## src/rtl/cam_write_alloc_if.sv

```systemverilog
`timescale 1ns/1ps
// Request/response handshake bundle for the CAM write/maintenance side.
interface cam_write_alloc_if #(
  parameter int KEY_W  = 4,
  parameter int ADDR_W = 3
);
  logic              req_valid;
  logic              req_ready;
  logic              req_op;
  logic [KEY_W-1:0]  req_key;
  logic              resp_valid;
  logic [1:0]        resp_status;
  logic [ADDR_W-1:0] resp_addr;

  modport master (
    output req_valid, req_op, req_key,
    input  req_ready, resp_valid, resp_status, resp_addr
  );

  modport slave (
    input  req_valid, req_op, req_key,
    output req_ready, resp_valid, resp_status, resp_addr
  );
endinterface

```

## src/rtl/cam_write_alloc.sv

```systemverilog
`timescale 1ns/1ps
// CAM write side: owns keys/valid bits, handles insert/delete-by-key with
// lowest-free-slot allocation and a status/address response.
module cam_write_alloc #(
  parameter int ENTRIES = 8,
  parameter int KEY_W   = 4,
  parameter int ADDR_W  = 3
) (
  input  logic                     clk,
  input  logic                     reset,
  cam_write_alloc_if.slave         bus,
  output logic [ENTRIES*KEY_W-1:0] entry_key,
  output logic [ENTRIES-1:0]       entry_vld,
  output logic [ADDR_W:0]          count,
  output logic                     full,
  output logic                     empty
);

  typedef enum logic [1:0] {S_IDLE, S_SEARCH, S_COMMIT, S_RESP} state_t;
  typedef enum logic [1:0] {ST_OK = 2'b00, ST_DUP = 2'b01, ST_FULL = 2'b10, ST_NOTFOUND = 2'b11} status_t;

  state_t                          r_state;
  state_t                          w_next;
  logic                            r_op;
  logic [KEY_W-1:0]                r_key;
  logic [ENTRIES-1:0][KEY_W-1:0]   r_keys;
  logic [ENTRIES-1:0]              r_vld;
  logic [ADDR_W:0]                 r_count;
  logic                            r_any_hit;
  logic [ADDR_W-1:0]               r_hit_idx;
  logic                            r_any_free;
  logic [ADDR_W-1:0]               r_free_idx;
  logic                            r_resp_valid;
  status_t                         r_status;
  logic [ADDR_W-1:0]               r_addr;

  logic                            w_any_hit;
  logic [ADDR_W-1:0]               w_hit_idx;
  logic                            w_any_free;
  logic [ADDR_W-1:0]               w_free_idx;

  always_ff @(posedge clk) begin
    if (reset) r_state <= S_IDLE;
    else       r_state <= w_next;
  end

  always_comb begin
    w_next        = r_state;
    bus.req_ready = 1'b0;
    unique case (r_state)
      S_IDLE: begin
        bus.req_ready = 1'b1;
        if (bus.req_valid) w_next = S_SEARCH;
      end
      S_SEARCH: w_next = S_COMMIT;
      S_COMMIT: w_next = S_RESP;
      S_RESP:   w_next = S_IDLE;
      default:  w_next = S_IDLE;
    endcase
  end

  // First-found wins, so scanning upward yields the lowest matching/free index.
  always_comb begin
    w_any_hit  = 1'b0;
    w_hit_idx  = '0;
    w_any_free = 1'b0;
    w_free_idx = '0;
    for (int unsigned i = 0; i < ENTRIES; i++) begin
      if (!w_any_hit && r_vld[i] && (r_keys[i] == r_key)) begin
        w_any_hit = 1'b1;
        w_hit_idx = ADDR_W'(i);
      end
      if (!w_any_free && !r_vld[i]) begin
        w_any_free = 1'b1;
        w_free_idx = ADDR_W'(i);
      end
    end
  end

  always_ff @(posedge clk) begin
    if (reset) begin
      r_op         <= 1'b0;
      r_key        <= '0;
      r_keys       <= '0;
      r_vld        <= '0;
      r_count      <= '0;
      r_any_hit    <= 1'b0;
      r_hit_idx    <= '0;
      r_any_free   <= 1'b0;
      r_free_idx   <= '0;
      r_resp_valid <= 1'b0;
      r_status     <= ST_OK;
      r_addr       <= '0;
    end else begin
      // Registered strobe: high in the cycle following the RESP state.
      r_resp_valid <= (r_state == S_RESP);
      case (r_state)
        S_IDLE: begin
          if (bus.req_valid) begin
            r_op  <= bus.req_op;
            r_key <= bus.req_key;
          end
        end
        S_SEARCH: begin
          r_any_hit  <= w_any_hit;
          r_hit_idx  <= w_hit_idx;
          r_any_free <= w_any_free;
          r_free_idx <= w_free_idx;
        end
        S_COMMIT: begin
          if (!r_op) begin
            if (r_any_hit) begin
              r_status <= ST_DUP;
              r_addr   <= r_hit_idx;
            end else if (!r_any_free) begin
              r_status <= ST_FULL;
              r_addr   <= '0;
            end else begin
              r_keys[r_free_idx] <= r_key;
              r_vld[r_free_idx]  <= 1'b1;
              r_count            <= r_count + (ADDR_W+1)'(1);
              r_status           <= ST_OK;
              r_addr             <= r_free_idx;
            end
          end else begin
            if (r_any_hit) begin
              r_vld[r_hit_idx] <= 1'b0;
              r_count          <= r_count - (ADDR_W+1)'(1);
              r_status         <= ST_OK;
              r_addr           <= r_hit_idx;
            end else begin
              r_status <= ST_NOTFOUND;
              r_addr   <= '0;
            end
          end
        end
        default: ;
      endcase
    end
  end

  assign bus.resp_valid  = r_resp_valid;
  assign bus.resp_status = r_status;
  assign bus.resp_addr   = r_addr;
  assign entry_key       = r_keys;
  assign entry_vld       = r_vld;
  assign count           = r_count;
  assign full            = (r_count == (ADDR_W+1)'(ENTRIES));
  assign empty           = (r_count == '0);

endmodule
```

## src/flat_wrapper.sv

```systemverilog
// flat-port wrapper written by rule: the top's interface ports become plain ports
module cam_write_alloc_flat 
#(
  parameter int ENTRIES = 8,
  parameter int KEY_W   = 4,
  parameter int ADDR_W  = 3
)
  (clk, reset, entry_key, entry_vld, count, full, empty, bus_req_valid, bus_req_op, bus_req_key, bus_req_ready, bus_resp_valid, bus_resp_status, bus_resp_addr);
  cam_write_alloc_if #(.KEY_W(KEY_W), .ADDR_W(ADDR_W)) bus_i ();
  input  logic clk;
  input  logic reset;
  output logic [ENTRIES*KEY_W-1:0] entry_key;
  output logic [ENTRIES-1:0] entry_vld;
  output logic [ADDR_W:0] count;
  output logic full;
  output logic empty;
  input wire logic [$bits(bus_i.req_valid)-1:0] bus_req_valid;
  input wire logic [$bits(bus_i.req_op)-1:0] bus_req_op;
  input wire logic [$bits(bus_i.req_key)-1:0] bus_req_key;
  output wire logic [$bits(bus_i.req_ready)-1:0] bus_req_ready;
  output wire logic [$bits(bus_i.resp_valid)-1:0] bus_resp_valid;
  output wire logic [$bits(bus_i.resp_status)-1:0] bus_resp_status;
  output wire logic [$bits(bus_i.resp_addr)-1:0] bus_resp_addr;
  assign bus_i.req_valid = bus_req_valid;
  assign bus_i.req_op = bus_req_op;
  assign bus_i.req_key = bus_req_key;
  assign bus_req_ready = bus_i.req_ready;
  assign bus_resp_valid = bus_i.resp_valid;
  assign bus_resp_status = bus_i.resp_status;
  assign bus_resp_addr = bus_i.resp_addr;
  cam_write_alloc #(.ENTRIES(ENTRIES), .KEY_W(KEY_W), .ADDR_W(ADDR_W)) u_core (.clk(clk), .reset(reset), .bus(bus_i), .entry_key(entry_key), .entry_vld(entry_vld), .count(count), .full(full), .empty(empty));
endmodule
```

## config.mk

```make
export PLATFORM = sky130hd
export DESIGN_NAME = cam_write_alloc_flat
export DESIGN_NICKNAME = d
export VERILOG_FILES = /design/src/rtl/cam_write_alloc_if.sv /design/src/rtl/cam_write_alloc.sv /design/src/flat_wrapper.sv
export SDC_FILE = /design/constraint.sdc
export NUM_CORES = 1
export LEC_CHECK = 0
export ABC_AREA = 1
export CAP_MARGIN = 30
export CORE_MARGIN = 2
export CORE_UTILIZATION = 47
export DETAILED_ROUTE_END_ITERATION = 16
export HOLD_SLACK_MARGIN = 0.08
export MAX_ROUTING_LAYER = met4
export PLACE_DENSITY = 0.79
export REMOVE_ABC_BUFFERS = 1
export SLEW_MARGIN = 20
export SYNTH_ARGS = -nofsm -noshare
export SYNTH_HDL_FRONTEND = slang
export SYNTH_SLANG_ARGS = --single-unit
```

## constraint.sdc

```tcl
create_clock -name clk -period 1.87 [get_ports clk]
set_input_delay 0.561 -clock clk [delete_from_list [all_inputs] [get_ports clk]]
set_output_delay 0.561 -clock clk [all_outputs]
set_load 0.005 [all_outputs]
```

* Word-level counts from Yosys, hierarchy flattened
Cells that the tools add are included.
** Storage, ports and cells
- Register bits :: 65
- Input port bits :: 8
- Output and inout port bits :: 53
- Logic and storage cells :: 152
** Cells by class
- Add/sub/neg operators :: 2
- $lt $le $gt $ge :: 4
- Equality and inequality tests :: 15
- Multiplexer cells :: 56
- Bitwise gates (word level) :: 5
- Reduce and logical (&&, ||, !) cells :: 50
** Operator list (number)
- 3-bit 2-to-1 mux :: 12
- 32-bit bitwise mux :: 1
- 4-bit equality test :: 8
- 8-bit 2-to-1 mux :: 4
- 1-bit logical AND :: 24
- 1-bit 2-to-1 mux :: 21
- 1-bit logical NOT :: 20
- 4-bit 2-to-1 mux :: 5
- 2-bit 2-to-1 mux :: 9
- 4-bit demux with 3-bit select :: 1
- 8-bit AND :: 1
- 3-bit by 4-bit less-than comparator with 1-bit output, second input constant :: 2
- 8-bit NOT :: 1
- 8-bit OR :: 1
- 2-bit case mux with 4 select lines :: 1
- 4-bit AND reduction :: 2
- 1-bit demux with 3-bit select :: 2
- 3-bit by 1-bit greater-or-equal comparator with 1-bit output, second input constant :: 2
- 4-bit by 1-bit adder with 4-bit output, second input constant :: 1
- 2-bit equality test, second input constant :: 2
- 4-bit equality test, second input constant :: 1
- 4-bit logical NOT :: 1
- 2-bit inequality test, second input constant :: 2
- 4-bit by 1-bit subtractor with 4-bit output, second input constant :: 1
- 6 further kinds :: 7

* Depth between registers and ports, before layout
- Word-level depth :: 31
- Depth in mapped cells :: 14
- Gate-level depth less buffers :: 13

* Worst setup path before layout
Ideal clock, no wire load.
- Kind :: flip-flop to flip-flop
- Start :: register u_core.r_op
- End :: register u_core.r_vld[0], in the netlist u_core.entry_vld[0]
- Library setup time :: 0.132 ns
- Arrival time :: 1.803 ns
- Data required time :: 1.738 ns
- Slack :: -0.065 ns
- Stages on the path, launching flop included :: 8
- Buffers on the path :: 1
- Period minus slack after synthesis :: 1.935 ns
- Cells stage by stage :: dfxtp_1 -> clkinv_1 -> ha_1 -> nor3_4 -> inv_2 -> buf_2 -> o41ai_1 -> a21oi_1
** Between the ends
- Longest elaborated chain between the ends :: 2
** Ends and longest elaborated chain
- start, declared :: RTL line cam_write_alloc.sv:24 : logic r_op;
- start signal, assigned :: RTL line cam_write_alloc.sv:100 : r_op <= bus.req_op;
- 2-bit by 1-bit inequality test with 1-bit output (no line) or 2-bit inequality test (tied branches)
- 4-bit AND reduction (no line)
- end signal, assigned :: RTL line cam_write_alloc.sv:85 : r_vld <= '0;
- end signal, assigned by index :: RTL line cam_write_alloc.sv:120 : r_vld[r_free_idx] <= 1'b1;
- end signal, assigned by index :: RTL line cam_write_alloc.sv:127 : r_vld[r_hit_idx] <= 1'b0;
- end, declared :: RTL line cam_write_alloc.sv:27 : logic [ENTRIES-1:0] r_vld;
Several ways; a longest one is shown, not always the timed one.
A chain may end at the register's enable or synchronous reset.

* Worst setup path in the final report
- Start :: register u_core.r_vld[4], in the netlist u_core.entry_vld[4]
- End :: output entry_vld[4]
** RTL lines
- end, declared :: RTL line flat_wrapper.sv:13 : output logic [ENTRIES-1:0] entry_vld;
No word-level cell between the ends.

==> flow_metrics.tcl <==
set metrics [dict create \
    status "completed" \
    drive_gt1_share_pct 13.1 \
    holdPathEnd "u_core.bus.resp_status[0]" \
    viasPerCell 5.39 \
    path_cells "clkdlybuf4s50_1" \
    worst_setup_path_end_kind "output pin" \
    max-slew-margin-rel_pct 71.0 \
    ant_nets 0 \
    grt_max_degree 50 \
    setup_ws_ns 0.0525 \
    rr_startpoint "u_core.r_any_hit" \
    post-cts-setup-buffers 0 \
    synth_top_family_by_area "simple AND/OR/NAND/NOR gates" \
    clkSlewWorstSetupHoldPaths_ns 0.07 \
    maxCapViolations 0 \
    cts_sinks 65 \
    drtIter0Drc 314 \
    hold_class "flop to flop" \
    coreArea_um2 6870 \
    min_path_cells 2 \
    cp_slowest_stage_delay_ns 0.52 \
    cp_slowest_cell "clkdlybuf4s50_1" \
    met3_length_um 507 \
    synth_compound_gate_area_share_pct 21.4 \
    yosysWarningCount 0 \
    wl_um 8650 \
    cts_htree_levels 3 \
    critPathBufInv 1 \
    track_usage_pct 23.7 \
    synth_edf_count 0 \
    rr_worst_depth 7 \
    n_antenna_cell 0 \
    power.density_nw_per_um2 1030 \
    setup_violations 0 \
    dp_slack_ns 0.112 \
    syn_area_um2 3370 \
    fp.dieW_um 88.6 \
    reg2reg_to "u_core.entry_vld[6]" \
    synthCells 458 \
    initial_core_util_pct 49.0 \
    clkLatencyLatePin_ns 0.34 \
    min_period_ns 1.82 \
    syn_area_per_cell_um2 7.35 \
    avgRoutedWirePerCell_um 13.9 \
    leakage_nw 1.63 \
    ys_ff_latch 65 \
    fillCellCount 618 \
    worstSetupPathType "flop to output pin" \
    overflow 0 \
    critical_path.max_fanout 6 \
    synth_simple_gate_area_share_pct 23.1 \
    critPathTopFamily "buffers and inverters" \
    synthXorXnorAreaFrac_pct 2.60 \
    yosysUniqueCellTypes 43 \
    synth_fa_ha_area_share_pct 3.20 \
    root_buffer "clkbuf_8" \
    routabilityCongestion 0.914 \
    drt-met1-wl_um 3890 \
    cts_tree "done" \
    grt_pass1_vias 3034 \
    drv_slew 0 \
    drc_errors 0 \
    area_growth_pct 26.4 \
    synthFlopType "dfxtp_1" \
    hold_viol_final 0 \
    num_vias 3348 \
    total_power_mw 4.37 \
    final_common_cell "nand2_1" \
    highest_layer "met4" \
    rows 30 \
    fmax_ghz 0.550 \
    dieArea_um2 7860 \
    place_hpwl_um 6200 \
    final_util_pct 61.9 \
    start_kind "flop" \
    wl_met2_um 3990 \
    reg2reg_slack_ns 0.18 \
    peakVddDrop_uv 589 \
    antenna_found_initial 0 \
    async_flop_share_pct 0 \
    cts_made_buffers 9 \
    hp-start "u_core.bus.resp_status[0]" \
    grt_pass1_wl_um 14000 \
    period_share_pct 97.2 \
    critPathRequiredTime_ns 1.31 \
    arrival_ns 1.26 \
    numPortBuffers 60 \
    multiInputGateArea_um2 1710 \
    die-height_um 88.6 \
    final_cell_mix "nand2_1, clkdlybuf4s50_1, o21ai_0, inv_1, nor2_1" \
    clk_path_buf_depth 2 \
    synthMuxAreaShare_pct 0 \
    first_pass_iters 5 \
    worst_slew_pin_slew_ns 0.431 \
    regArea_um2 1320 \
    ys_seq_area_share_pct 38.6 \
    fin_nets 538 \
    skew_ns 0.00676 \
    ios 61 \
]
[sequential cells by signal, summed over array words and instances, names as in the netlist]
register,count
u_core.entry_key,32
u_core.entry_vld,8
u_core.count,4
u_core.r_key,4
u_core.bus.resp_addr,3
u_core.r_free_idx,3
u_core.r_hit_idx,3
u_core.bus.resp_status,2
u_core.r_state,2
u_core.bus.resp_valid,1
u_core.r_any_free,1
u_core.r_any_hit,1
u_core.r_op,1
[final cells by class]
cell class	count	share of cell area, %
Clock buffer	14	3.82
Timing Repair Buffer	72	16.6
Multi-Input combinational cell	314	40.3
Tap cell	96	2.82
Inverter	60	5.35
Sequential cell	65	31.1
[metrics by stage]
stage	area, um^2	TNS (ns)	hold slack (ns)	std cells
2_1_floorplan	3220	-0.0346	0.451	439
3_3_place_gp	4060	0	0.452	607
3_5_place_dp	4060	0	0.453	607
4_1_cts	4240	0	0.463	621
5_1_grt	4260	-0.0117	0.481	621
6_report	4260	0	0.464	621
[cell usage after synthesis (3+ instances only)]
cell type,instances,area (um^2)
nand2_1,67,251
dfxtp_1,65,1300
inv_1,54,203
o21ai_0,53,265
nor2_1,51,191
a21oi_1,48,240
nor3_1,17,85.1
nand3_1,14,70.1
ha_1,7,87.6
o41ai_1,7,61.3
xnor2_1,7,61.3
buf_6,6,67.6
clkbuf_1,6,22.5
a221oi_1,5,43.8
inv_2,4,15.0
nor2_2,4,25.0
buf_2,3,15.0
nand2_4,3,33.8
nand4_1,3,18.8
xor2_1,3,26.3
[where the power goes]
part           switching, mW  total, mW  internal (mW)
logic                  0.941       1.56          0.620
clock network          0.501       1.04          0.541
registers              0.199       1.77           1.57
[layer usage]
layer  up-vias  GRT usage [%]
met5         -              -
met4         0           10.1
met3        23           6.06
met2       131           36.0
met1      1541           29.7
li1       1653              -
[cell families after synthesis]
logic type,after synthesis
and+or+nand+nor,169
AOI/OAI and AO/OA,127
buffers and inverters,79
DFF,65
xor gates and xnor gates,10
adders and majority gates,8
[timing repair]
| item | in CTS | in global routing |
|---|---|---|
| endpoints found under the setup margin | 8 | 16 |
| gates resized for setup | 14 | 15 |
| endpoints found under the hold margin | 0 | 0 |
| cloned | 0 | 0 |
| hold buffers | 0 | 0 |
[worst max-delay path by stage]
stage / cells past startpoint / endpoint / startpoint / slack [ns]
finish: 1 / entry_vld[4] / u_core.entry_vld[4] / 0.05
global route: 1 / entry_key[19] / u_core.entry_key[19] / -0.01
global placement: 4 / u_core.r_key[0] / bus_req_valid / 0.15
floorplan: 7 / u_core.entry_vld[6] / u_core.r_op / -0.03
detailed placement: 7 / u_core.entry_vld[6] / u_core.r_any_hit / 0.11
CTS: 1 / entry_vld[7] / u_core.entry_vld[7] / 0.003
(Power assumes the default switching activity.)
